<file path="src/rtl/fastbconv_sched_if.sv">
// Control-side bundle between the key-switching requesters, the fastBConv engine strobes and the result consumer.
// master = scheduler, slave = surrounding control logic and engine.
interface fastbconv_sched_if #(
    parameter int NUM_REQ = 2
) ();
    localparam int SEL_W = $clog2(NUM_REQ);

    logic [NUM_REQ-1:0] req_valid;
    logic [NUM_REQ-1:0] req_ready;
    logic               eng_in_valid;
    logic [SEL_W-1:0]   eng_sel;
    logic               eng_out_valid;
    logic               rsp_valid;
    logic [SEL_W-1:0]   rsp_id;
    logic               rsp_ready;
    logic               busy;
    logic               timeout_err;

    modport master (
        input  req_valid, eng_out_valid, rsp_ready,
        output req_ready, eng_in_valid, eng_sel, rsp_valid, rsp_id, busy, timeout_err
    );

    modport slave (
        output req_valid, eng_out_valid, rsp_ready,
        input  req_ready, eng_in_valid, eng_sel, rsp_valid, rsp_id, busy, timeout_err
    );
endinterface

</file>
<file path="src/rtl/fastbconv_sched.sv">
// Round-robin launcher sharing one fastBConv engine; FBCONV_SCHED_WATCHDOG_EN adds a sticky WAIT timeout.
// Latency: launch is combinational in the grant cycle; rsp_valid rises the cycle after eng_out_valid is seen.
// Backpressure: an unconsumed response blocks all grants; rsp_ready frees it and may launch the next job that cycle.
module fastbconv_sched #(
    parameter int NUM_REQ      = 2,
    parameter int IN_BASIS_LEN = 4
) (
    input  logic              clk,
    input  logic              reset,
    fastbconv_sched_if.master bus
);
    localparam int SEL_W = $clog2(NUM_REQ);
    localparam int PW    = SEL_W + 1;

    typedef enum logic [1:0] {S_IDLE, S_WAIT, S_RESP} state_t;

    state_t           state_q, state_d;
    logic [SEL_W-1:0] rr_ptr, cur_id, cur_inc, arb_ptr, grant_idx;
    logic             grant_vld, rsp_done, launch, wd_fire;
    logic [PW-1:0]    scan;

    if (NUM_REQ < 2 || IN_BASIS_LEN < 1) begin : g_param_check
        $error("fastbconv_sched: NUM_REQ must be >= 2 and IN_BASIS_LEN >= 1");
    end

    assign cur_inc  = (cur_id == SEL_W'(NUM_REQ - 1)) ? '0 : cur_id + 1'b1;
    assign rsp_done = (state_q == S_RESP) && bus.rsp_ready;
    // A consumed response moves priority past its owner before the same-cycle relaunch is arbitrated
    assign arb_ptr  = rsp_done ? cur_inc : rr_ptr;

    always_comb begin
        grant_vld = 1'b0;
        grant_idx = '0;
        scan      = '0;
        for (int i = 0; i < NUM_REQ; i++) begin
            scan = {1'b0, arb_ptr} + PW'(i);
            if (scan >= PW'(NUM_REQ)) scan = scan - PW'(NUM_REQ);
            if (!grant_vld && bus.req_valid[scan[SEL_W-1:0]]) begin
                grant_vld = 1'b1;
                grant_idx = scan[SEL_W-1:0];
            end
        end
    end

    assign launch = reset && grant_vld && ((state_q == S_IDLE) || rsp_done);

`ifdef FBCONV_SCHED_WATCHDOG_EN
    localparam int WD_LIMIT = IN_BASIS_LEN + 4;
    localparam int WD_W     = $clog2(WD_LIMIT);

    logic [WD_W-1:0] wd_cnt;
    logic            timeout_q;

    // wd_cnt is 0 on the first WAIT cycle, so firing at WD_LIMIT-2 shows the flag WD_LIMIT cycles after launch
    assign wd_fire = (state_q == S_WAIT) && !bus.eng_out_valid && (wd_cnt == WD_W'(WD_LIMIT - 2));

    always_ff @(posedge clk or negedge reset) begin
        if (!reset) begin
            wd_cnt    <= '0;
            timeout_q <= 1'b0;
        end else begin
            wd_cnt <= (state_q == S_WAIT) ? wd_cnt + 1'b1 : '0;
            if (wd_fire) timeout_q <= 1'b1;
        end
    end

    assign bus.timeout_err = timeout_q;
`else
    assign wd_fire         = 1'b0;
    assign bus.timeout_err = 1'b0;
`endif

    always_ff @(posedge clk or negedge reset) begin
        if (!reset) begin
            state_q <= S_IDLE;
            rr_ptr  <= '0;
            cur_id  <= '0;
        end else begin
            state_q <= state_d;
            if (rsp_done || wd_fire) rr_ptr <= cur_inc;
            if (launch)              cur_id <= grant_idx;
        end
    end

    // eng_out_valid is only looked at in WAIT; its stale high level in IDLE or the launch cycle is ignored
    always_comb begin
        state_d = state_q;
        case (state_q)
            S_IDLE:  if (launch) state_d = S_WAIT;
            S_WAIT: begin
                if (bus.eng_out_valid) state_d = S_RESP;
                else if (wd_fire)      state_d = S_IDLE;
            end
            S_RESP:  if (rsp_done) state_d = launch ? S_WAIT : S_IDLE;
            default: state_d = S_IDLE;
        endcase
    end

    always_comb begin
        bus.req_ready    = '0;
        bus.eng_in_valid = launch;
        bus.eng_sel      = launch ? grant_idx : cur_id;
        bus.rsp_valid    = reset && (state_q == S_RESP);
        bus.rsp_id       = cur_id;
        bus.busy         = reset && (state_q != S_IDLE);
        if (launch) bus.req_ready[grant_idx] = 1'b1;
    end
endmodule

</file>
<file path="src/flat_wrapper.sv">
// flat-port wrapper written by rule: the top's interface ports become plain ports
module fastbconv_sched_flat 
#(
    parameter int NUM_REQ      = 2,
    parameter int IN_BASIS_LEN = 4
)
  (clk, reset, bus_req_valid, bus_eng_out_valid, bus_rsp_ready, bus_req_ready, bus_eng_in_valid, bus_eng_sel, bus_rsp_valid, bus_rsp_id, bus_busy, bus_timeout_err);
  fastbconv_sched_if #(.NUM_REQ(NUM_REQ)) bus_i ();
  input  logic clk;
  input  logic reset;
  input wire logic [$bits(bus_i.req_valid)-1:0] bus_req_valid;
  input wire logic [$bits(bus_i.eng_out_valid)-1:0] bus_eng_out_valid;
  input wire logic [$bits(bus_i.rsp_ready)-1:0] bus_rsp_ready;
  output wire logic [$bits(bus_i.req_ready)-1:0] bus_req_ready;
  output wire logic [$bits(bus_i.eng_in_valid)-1:0] bus_eng_in_valid;
  output wire logic [$bits(bus_i.eng_sel)-1:0] bus_eng_sel;
  output wire logic [$bits(bus_i.rsp_valid)-1:0] bus_rsp_valid;
  output wire logic [$bits(bus_i.rsp_id)-1:0] bus_rsp_id;
  output wire logic [$bits(bus_i.busy)-1:0] bus_busy;
  output wire logic [$bits(bus_i.timeout_err)-1:0] bus_timeout_err;
  assign bus_i.req_valid = bus_req_valid;
  assign bus_i.eng_out_valid = bus_eng_out_valid;
  assign bus_i.rsp_ready = bus_rsp_ready;
  assign bus_req_ready = bus_i.req_ready;
  assign bus_eng_in_valid = bus_i.eng_in_valid;
  assign bus_eng_sel = bus_i.eng_sel;
  assign bus_rsp_valid = bus_i.rsp_valid;
  assign bus_rsp_id = bus_i.rsp_id;
  assign bus_busy = bus_i.busy;
  assign bus_timeout_err = bus_i.timeout_err;
  fastbconv_sched #(.NUM_REQ(NUM_REQ), .IN_BASIS_LEN(IN_BASIS_LEN)) u_core (.clk(clk), .reset(reset), .bus(bus_i));
endmodule
</file>
<file path="config.mk">
export PLATFORM = sky130hd
export DESIGN_NAME = fastbconv_sched_flat
export DESIGN_NICKNAME = d
export VERILOG_FILES = /design/src/rtl/fastbconv_sched_if.sv /design/src/rtl/fastbconv_sched.sv /design/src/flat_wrapper.sv
export SDC_FILE = /design/constraint.sdc
export NUM_CORES = 1
export LEC_CHECK = 0
export BUFFER_PORTS_ARGS = -buffer_cell sky130_fd_sc_hd__buf_2
export CORE_AREA = 3 3 40 42
export DETAILED_ROUTE_END_ITERATION = 16
export DIE_AREA = 0 0 43 45
export GPL_ROUTABILITY_DRIVEN = 0
export SLEW_MARGIN = 20
export SYNTH_ARGS = -nofsm -noshare
export SYNTH_HDL_FRONTEND = slang
export SYNTH_SLANG_ARGS = --single-unit
</file>
<file path="constraint.sdc">
create_clock -name clk -period 1 [get_ports clk]
set_input_delay 0.05 -clock clk [delete_from_list [all_inputs] [get_ports clk]]
set_output_delay 0.05 -clock clk [all_outputs]
set_load 0.01 [all_outputs]
</file>
==> flow_metrics.py, run 1 <==
metrics = {
    "outcome": {
        "status": "complete, but fails checks",
        "violations": "negative setup slack",
    },
    "sta": {
        "finalCriticalPeriod_ps": 1407,
        "rsz0062_at_grt": "yes",
        "max_clock_freq_ghz": 0.7109,
        "fin_ws_ps": -406.7,
        "setup_viol": 8,
        "drv_slew": 0,
        "hold_violations": 0,
        "setup_tns_ps": -2190,
        "finalCritPeriodShare_pct": 140.7,
        "skew_ps": 5.624,
    },
    "synth": {
        "syn_area_um2": 257.7,
        "synth_flop_cell": "dfrtp_1",
        "yosysWarnings": 0,
        "ys_seq_area_share_pct": 38.83,
        "synth_largest_area_cell": "dfrtp_1",
        "netlist_instances": 27,
        "avgSynthCellArea_um2": 9.546,
        "synth-edff-count": 0,
        "ys_top_cells_by_area": "dfrtp_1, nand3b_4, nand2b_1",
        "synth_nets": 33,
        "synth_async_sr_flop_share_pct": 100.0,
        "yosysUniqueCellTypes": 18,
        "ys_ff_latch": 4,
        "yosys.area.top_type_share_pct": 38.83,
    },
    "placement": {
        "io_buffers": 12,
        "hpwl_um": 621.9,
    },
    "setup_path": {
        "slowest_stage": "dfrtp_1",
        "worstPathArrival_ps": 1360,
        "crit_required_ps": 950,
        "cp-start-kind": "flip-flop",
        "worstSetupEndpointType": "output pin",
        "crit_type": "reg2out",
        "cp_slowest_stage_delay_ps": 390,
        "cpLargestDelayFamily": "flip-flops",
        "path_max_fanout": 3,
        "path_buf_inv": 1,
        "crit_chain": "nand3b_4, mux2i_4, o21ba_4, buf_6",
    },
    "clock_tree": {
        "cts_tree": "yes",
        "h-tree-depth": 1,
        "clkTransAtPathRegs_ps": 40,
        "clk_latency_ps": 240,
        "cts_buffer_depth": 2,
        "numClockSinks": 4,
        "cts_buffers": 3,
        "clockRootBuffer": "clkbuf_4",
    },
    "pwr": {
        "power.density_nw_per_um2": 1993,
        "ir_drop_mv": 0.8329,
        "leakagePower_nw": 0.2774,
        "finalPower_mw": 1.040,
    },
    "drt": {
        "wl_per_cell_um": 11.16,
        "viasPerCell": 4.246,
        "vias": 293,
        "first_pass_iters": 3,
        "ant_nets": 0,
        "wirelength_um": 770,
        "drtIter0Drc": 1,
        "drcViolationCount": 0,
    },
    "cells_and_area": {
        "drive_gt1_share_pct": 66.67,
        "area_growth_syn_to_layout_pct": 102.4,
        "n_antenna_cell": 0,
        "final_common_cell": "buf_4",
        "layout_common_cells": "buf_4, buf_2, buf_6, dfrtp_1, clkbuf_4",
        "fillers": 125,
        "num-nets-final": 62,
    },
    "floorplanning": {
        "die_w_um": 43,
        "core-area_um2": 1285,
        "core.rowCount": 13,
        "io_pins": 14,
        "fp.dieH_um": 45,
        "dieArea_um2": 1935,
        "start_util_pct": 20.06,
    },
    "global_route": {
        "grt_overflow": 0,
        "grt_pass1_vias": 303,
        "grt_pass1_wl_mm": 1.255,
        "antenna_found_initial": 0,
        "grt_max_degree": 5,
        "gr-usage-all-layers_pct": 9.197,
    },
    "flow_run": {
        "cap_violations": 0,
    },
    "hold_path": {
        "min_path_type": "in2reg",
    },
}
layer usage:
layer / GRT usage, % / wire length, um / up-vias
li1: - / - / 147
met1: 8.780 / 269 / 135
met2: 17.07 / 439 / 9
met3: 1.992 / 46 / 2
met4: 7.229 / 14 / 0
met5: 0 / 0 / -
worst register-to-register path, cell delays in order (launching register included):
cell      delay (ps)
dfrtp_1          390
nor2b_2          140
o211ai_1         210
buf_4            210
buf_6            110
o21ai_2           40
cell type report:
class / count / area (um2) / share of cell area [%]
clock buffer: 3 / 22.52 / 4.317
multi-input combinational: 19 / 186.4 / 35.73
inverter: 3 / 11.26 / 2.158
tap: 15 / 18.77 / 3.597
timing repair buffer: 25 / 182.7 / 35.01
sequential: 4 / 100.1 / 19.18
final timing paths:
check | start | slack (ps) | to | cells past startpoint
max in group asynchronous | reset | 530 | u_core.state_q[0] | 3
worst max-delay path | u_core.state_q[0] | -410 | bus_req_ready[0] | 4
worst min-delay path | bus_eng_out_valid | 4 | u_core.state_q[0] | 2
min in group asynchronous | reset | 290 | u_core.rr_ptr | 3
worst max register to register | u_core.state_q[0] | -170 | u_core.state_q[0] | 5
worst min register to register | u_core.rr_ptr | 510 | u_core.rr_ptr | 2
per-stage QoR:
step	worst slack [ps]	util [%]	cells	hold WS [ps]	cell area (um2)
after floorplan	-53.50	-	27	-245.6	291.5
after global placement	-155.8	34.08	63	-34.55	437.9
after detailed placement	-217.8	34.08	63	-38.67	437.9
after CTS	-425.0	39.14	68	0.4273	503.0
after global routing	-493.2	40.60	69	3.936	521.8
final	-406.7	40.60	69	3.670	521.8
report_power, final:
group	switching (mW)	total (mW)	internal [mW]
clock	0.0689	0.203	0.134
combinational	0.242	0.575	0.333
sequential	0.0417	0.262	0.220
synthesized netlist by cell type, drive strengths merged, types with 2 or more instances:
cell type and n:
inv 3, nand2 2, nand2b 3, dfrtp 4, o21ai 2
flip-flops by register name (all words and copies together) (netlist names):
signal	count
u_core.state_q	2
u_core.rr_ptr	1
u_core.bus.rsp_id	1
logic make-up after synthesis:
logic type             after synthesis  share of synthesized area, %
muxes                                1                         5.339
and+or+nand+nor                     10                         27.67
other                                1                         1.455
DFF                                  4                         38.84
buffers and inverters                4                         7.282
AOI/OAI and AO/OA                    7                         19.42
repair_timing:
item | in CTS | in global routing
endpoints found under the hold margin | 4 | 0
setup endpoints to repair | 8 | 9
buffers inserted | 1 | 1
resized for setup | 7 | 2
hold buffers | 1 | 0
gates cloned | 0 | 0
pin swaps | 2 | 1
Note: power is estimated with default switching activity, not from simulation.
==> inputs of run 2 (changes only) <==
--- a/config.mk
+++ b/config.mk
@@ -6,10 +6,13 @@
 export NUM_CORES = 1
 export LEC_CHECK = 0
 export BUFFER_PORTS_ARGS = -buffer_cell sky130_fd_sc_hd__buf_2
-export CORE_AREA = 3 3 40 42
+export CELL_PAD_IN_SITES_DETAIL_PLACEMENT = 0
+export CELL_PAD_IN_SITES_GLOBAL_PLACEMENT = 2
+export CORE_MARGIN = 3
+export CORE_UTILIZATION = 19
 export DETAILED_ROUTE_END_ITERATION = 16
-export DIE_AREA = 0 0 43 45
 export GPL_ROUTABILITY_DRIVEN = 0
+export PLACE_DENSITY_LB_ADDON = 0.1
 export SLEW_MARGIN = 20
 export SYNTH_ARGS = -nofsm -noshare
 export SYNTH_HDL_FRONTEND = slang
==> run 2 against run 1 <==
  * The flow still finishes with violations (negative setup slack)
  * Combinational power up 8.7%
  * Routed wire length down 8.8%
  * Cell area up 4.8%
  * Utilization up 5.5 points
  * Die area down 5.2%
  * Count of clock-buffer cells in the layout unchanged
  * Worst hold slack worse by 1.2 ps
  * Critical path type unchanged
  * Largest power group unchanged
==> flow_metrics.py, run 2 (synthesis results as in run 1) <==
metrics = {
    "floorplanning": {
        "dieArea_um2": 1834,
        "core-area_um2": 1186,
        "die_w_um": 42.83,
        "fp.dieH_um": 42.83,
        "core.rowCount": 12,
        "io_pins": 14,
        "start_util_pct": 21.73,
    },
    "sta": {
        "drv_slew": 0,
        "finalCritPeriodShare_pct": 140.6,
        "skew_ps": 3.453,
        "max_clock_freq_ghz": 0.7114,
        "whs_ps": 2.450,
        "rsz0062_at_grt": "yes",
        "fin_ws_ps": -405.7,
        "hold_violations": 0,
        "setup_viol": 8,
        "finalCriticalPeriod_ps": 1406,
    },
    "clock_tree": {
        "numClockSinks": 4,
        "cts_buffer_depth": 2,
        "cts_tree": "yes",
        "h-tree-depth": 1,
        "clk_latency_ps": 230,
        "clockRootBuffer": "clkbuf_4",
        "cts_buffers": 3,
        "clkTransAtPathRegs_ps": 40,
    },
    "global_route": {
        "antenna_found_initial": 0,
        "grt_overflow": 0,
        "grt_pass1_vias": 271,
        "grt_max_degree": 6,
        "grt_use_met1_pct": 10.08,
        "gr-usage-all-layers_pct": 8.117,
        "grt_use_met2_pct": 11.38,
        "busiest_layer": "met2",
        "grt_pass1_wl_mm": 1.090,
        "grt_util_met3_pct": 2.966,
    },
    "placement": {
        "hpwl_um": 537.6,
        "io_buffers": 12,
        "dp.cells": 59,
    },
    "drt": {
        "first_pass_iters": 2,
        "wirelength_um": 702,
        "wl_per_cell_um": 10.48,
        "viasPerCell": 4.060,
        "ant_nets": 0,
        "vias": 272,
        "drtIter0Drc": 1,
        "drcViolationCount": 0,
    },
    "pwr": {
        "finalPower_mw": 1.086,
        "ir_drop_mv": 0.7827,
        "power.density_nw_per_um2": 1987,
        "leakagePower_nw": 0.2886,
    },
    "cells_and_area": {
        "fin_cells": 67,
        "num-nets-final": 61,
        "largest_register_ffs": 2,
        "area_growth_syn_to_layout_pct": 112.1,
        "drive_gt1_share_pct": 67.92,
        "largest-register": "u_core.state_q",
        "n_antenna_cell": 0,
        "final_common_cell": "buf_2",
        "fillers": 119,
        "layout_common_cells": "buf_2, buf_6, buf_4",
    },
    "outcome": {
        "status": "complete, but fails checks",
        "violations": "negative setup slack",
    },
    "setup_path": {
        "slowest_stage": "dfrtp_1",
        "worstPathArrival_ps": 1360,
        "path_max_fanout": 3,
        "cp-start-kind": "flip-flop",
        "cp_slowest_stage_delay_ps": 400,
        "worstSetupEndpointType": "output pin",
        "crit_chain": "nand3b_4, mux2i_4, o21ba_4, buf_6",
        "crit_type": "reg2out",
        "rr_worst_depth": 4,
        "crit_required_ps": 950,
    },
    "flow_run": {
        "cap_violations": 0,
    },
    "hold_path": {
        "hold-path-cell-count": 2,
        "min_path_type": "in2reg",
    },
}
[run 2: cell types whose count changed in the layout (fill, tap and decap cells not counted), sizes merged]
cell / change
dlymetal6s4s: +1
buf: -3
dlygate4sd3: +1
[run 2: area by class of cell]
cell class	instances	area [um2]	share of cell area (%)
multi-input combinational	19	198.9	36.38
timing repair buffer	24	196.4	35.93
sequential	4	100.1	18.31
clock buffer	3	22.52	4.119
tap	14	17.52	3.204
inverter	3	11.26	2.059
[run 2: path summary, 6_finish.rpt]
check,startpoint,end,slack [ps]
max,u_core.state_q[0],bus_req_ready[0],-410
min reg2reg,u_core.rr_ptr,u_core.rr_ptr,470
max reg2reg,u_core.state_q[1],u_core.state_q[0],-70
min in group asynchronous,reset,u_core.state_q[0],360
max in group asynchronous,reset,u_core.bus.rsp_id,350
min,bus_eng_out_valid,u_core.state_q[0],2
[run 2: worst max-delay path, delay by kind of cell (launching register included)]
kind,cells,cell delay [ps]
DFF,1,400
muxes,1,220
and+or+nand+nor,1,190
AOI/OAI and AO/OA,1,200
buffers and inverters,1,110
[run 2: per-layer routing]
layer,up-vias,routed length [um]
li1,143,-
met1,116,312
met2,11,316
met3,2,57
met4,0,16
met5,-,0
[run 2: power breakdown]
group / internal (mW) / switching, mW
Sequential: 0.220 / 0.0457
Clock: 0.134 / 0.0617
Combinational: 0.370 / 0.254
[run 2: metrics by stage]
stage / instance area [um2] / setup TNS, ps / setup WS [ps] / util [%]
after floorplan: 291.5 / -121.4 / -53.50 / -
after global placement: 414.1 / -701.6 / -195.9 / 34.92
after detailed placement: 414.1 / -658.0 / -173.9 / 34.92
after CTS: 494.2 / -2184 / -404.6 / 41.67
after global routing: 546.8 / -2557 / -462.1 / 46.10
final: 546.8 / -2065 / -405.7 / 46.10
[run 2: repair_timing]
action,in CTS,in global routing
hold buffers,1,2
gates resized for setup,8,9
cloned,0,0
endpoints found under the setup margin,8,10
setup buffers,3,0
endpoints found under the hold margin,4,4
pin swaps,4,2
==> inputs of run 3 (changes only) <==
--- a/config.mk
+++ b/config.mk
@@ -6,13 +6,14 @@
 export NUM_CORES = 1
 export LEC_CHECK = 0
 export BUFFER_PORTS_ARGS = -buffer_cell sky130_fd_sc_hd__buf_2
-export CELL_PAD_IN_SITES_DETAIL_PLACEMENT = 0
+export CELL_PAD_IN_SITES_DETAIL_PLACEMENT = 1
 export CELL_PAD_IN_SITES_GLOBAL_PLACEMENT = 2
 export CORE_MARGIN = 3
 export CORE_UTILIZATION = 19
 export DETAILED_ROUTE_END_ITERATION = 16
 export GPL_ROUTABILITY_DRIVEN = 0
 export PLACE_DENSITY_LB_ADDON = 0.1
+export REMOVE_ABC_BUFFERS = 1
 export SLEW_MARGIN = 20
 export SYNTH_ARGS = -nofsm -noshare
 export SYNTH_HDL_FRONTEND = slang
==> run 3 against run 2 <==
  * The run still ends with negative setup slack left
  * Largest power group unchanged
  * Die area stayed put
  * Final cell count is 3.0% lower
  * Combinational power is 15% lower
==> flow_metrics.py, run 3 (synthesis results as in run 1) <==
metrics = {
    "sta": {
        "hold_violations": 0,
        "finalCriticalPeriod_ps": 1374,
        "rsz0062_at_grt": "yes",
        "fin_ws_ps": -374.4,
        "max_clock_freq_ghz": 0.7276,
        "skew_ps": 2.393,
        "drv_slew": 0,
        "setup_viol": 9,
        "finalCritPeriodShare_pct": 137.4,
    },
    "global_route": {
        "grt_use_met2_pct": 17.37,
        "grt_util_met3_pct": 3.390,
        "grt_pass1_vias": 314,
        "busiest_layer": "met2",
        "antenna_found_initial": 0,
        "grt_max_degree": 5,
        "grt_pass1_wl_mm": 1.435,
        "gr-usage-all-layers_pct": 10.72,
        "grt_overflow": 0,
        "grt_use_met1_pct": 11.62,
    },
    "pwr": {
        "seqPwrFrac_pct": 26.3,
        "combPwrFrac_pct": 53.6,
        "intPower_mw": 0.6541,
        "p_switching_mw": 0.3365,
        "p_clk_share_pct": 20.1,
        "power.density_nw_per_um2": 2051,
        "leakagePower_nw": 0.2661,
        "ir_drop_mv": 0.5821,
        "switching_share_pct": 33.97,
    },
    "drt": {
        "vias": 285,
        "drtIter0Drc": 2,
        "drcViolationCount": 0,
        "first_pass_iters": 2,
        "ant_nets": 0,
        "wl_per_cell_um": 12.05,
        "viasPerCell": 4.385,
        "wirelength_um": 783,
    },
    "floorplanning": {
        "die_w_um": 42.83,
        "core.rowCount": 12,
        "core-area_um2": 1186,
        "io_pins": 14,
        "start_util_pct": 21.73,
        "dieArea_um2": 1834,
        "fp.dieH_um": 42.83,
    },
    "flow_run": {
        "cap_violations": 0,
    },
    "placement": {
        "hpwl_um": 610.5,
        "dp.cells": 58,
        "io_buffers": 12,
        "dp_slack_ps": -138.5,
    },
    "hold_path": {
        "min_path_type": "in2reg",
    },
    "clock_tree": {
        "cts_tree": "yes",
        "clockRootBuffer": "clkbuf_4",
        "clkTransAtPathRegs_ps": 30,
        "h-tree-depth": 1,
        "cts_buffer_depth": 2,
        "clk_latency_ps": 230,
        "cts_buffers": 3,
        "numClockSinks": 4,
    },
    "cells_and_area": {
        "largest-register": "u_core.state_q",
        "final_common_cell": "buf_2",
        "largest_register_ffs": 2,
        "drive_gt1_share_pct": 64.71,
        "num-nets-final": 59,
        "layout_common_cells": "buf_2, buf_4, buf_6, dfrtp_1, clkbuf_4",
        "fin_cells": 65,
        "n_antenna_cell": 0,
        "area_growth_syn_to_layout_pct": 87.38,
    },
    "setup_path": {
        "crit_required_ps": 950,
        "path_max_fanout": 3,
        "worstSetupEndpointType": "output pin",
        "worstPathArrival_ps": 1320,
        "cp-start-kind": "flip-flop",
        "crit_type": "reg2out",
    },
    "outcome": {
        "violations": "negative setup slack",
        "status": "complete, but fails checks",
    },
}
## run 3: changes by cell type in the layout (fill, tap and decap cells not counted), sizes merged
cell and delta:
dlymetal6s4s -1, dlygate4sd3 -1
## run 3: layout make-up
type	instances	area, um2
Fill cell	137	703.2
Multi-Input combinational cell	19	173.9
Timing Repair Buffer	22	157.7
Sequential cell	4	100.1
Clock buffer	3	22.52
Tap cell	14	17.52
Inverter	3	11.26
## run 3: metrics by stage
stage / setup TNS [ps] / power, mW / hold slack [ps] / utilization (%) / cell area [um2]
final: -2188 / 0.9905 / 5.439 / 40.72 / 483.0
after floorplan: -165.9 / 0.4515 / -245.6 / - / 250.2
after global placement: -387.8 / 0.6313 / -42.90 / 31.43 / 372.9
after detailed placement: -555.6 / 0.6485 / -40.13 / 31.43 / 372.9
after global routing: -2758 / 1.081 / 6.919 / 40.72 / 483.0
after CTS: -1944 / 0.9752 / 2.848 / 39.45 / 467.9
## run 3: path summary, 6_finish.rpt
kind	from	depth (start not counted)	slack, ps	to
worst min register to register	u_core.rr_ptr	2	480	u_core.rr_ptr
min in group asynchronous	reset	3	300	u_core.bus.rsp_id
worst max register to register	u_core.state_q[1]	5	-70	u_core.state_q[0]
max in group asynchronous	reset	3	520	u_core.state_q[1]
worst max-delay path	u_core.state_q[0]	4	-370	bus_req_ready[0]
worst min-delay path	bus_eng_out_valid	2	5	u_core.state_q[0]
## run 3: per-layer routing
metal / vias up / routed length [um]
met4: 0 / 15
met1: 133 / 312
li1: 138 / -
met2: 12 / 384
met3: 2 / 70
met5: - / 0
## run 3: critical path, cell delays in order, from the launching register on
cell and delay (ps):
dfrtp_1 400, nand3b_4 190, mux2i_4 210, o21ba_1 160, buf_2 130
## run 3: power groups by stage
stage          combinational, mW  sequential [mW]  clock, mW
2_1_floorplan              0.176            0.275          0
3_3_place_gp               0.377            0.255          0
3_5_place_dp               0.387            0.261          0
4_1_cts                    0.506            0.260      0.210
5_1_grt                    0.587            0.266      0.229
6_report                   0.531            0.260      0.199
## run 3: what timing repair did
action | in CTS | in global routing
setup endpoints to repair | 8 | 9
pin swaps | 3 | 1
hold buffers | 1 | 0
resized for setup | 10 | 2
buffers inserted | 3 | 1
endpoints found under the hold margin | 4 | 0
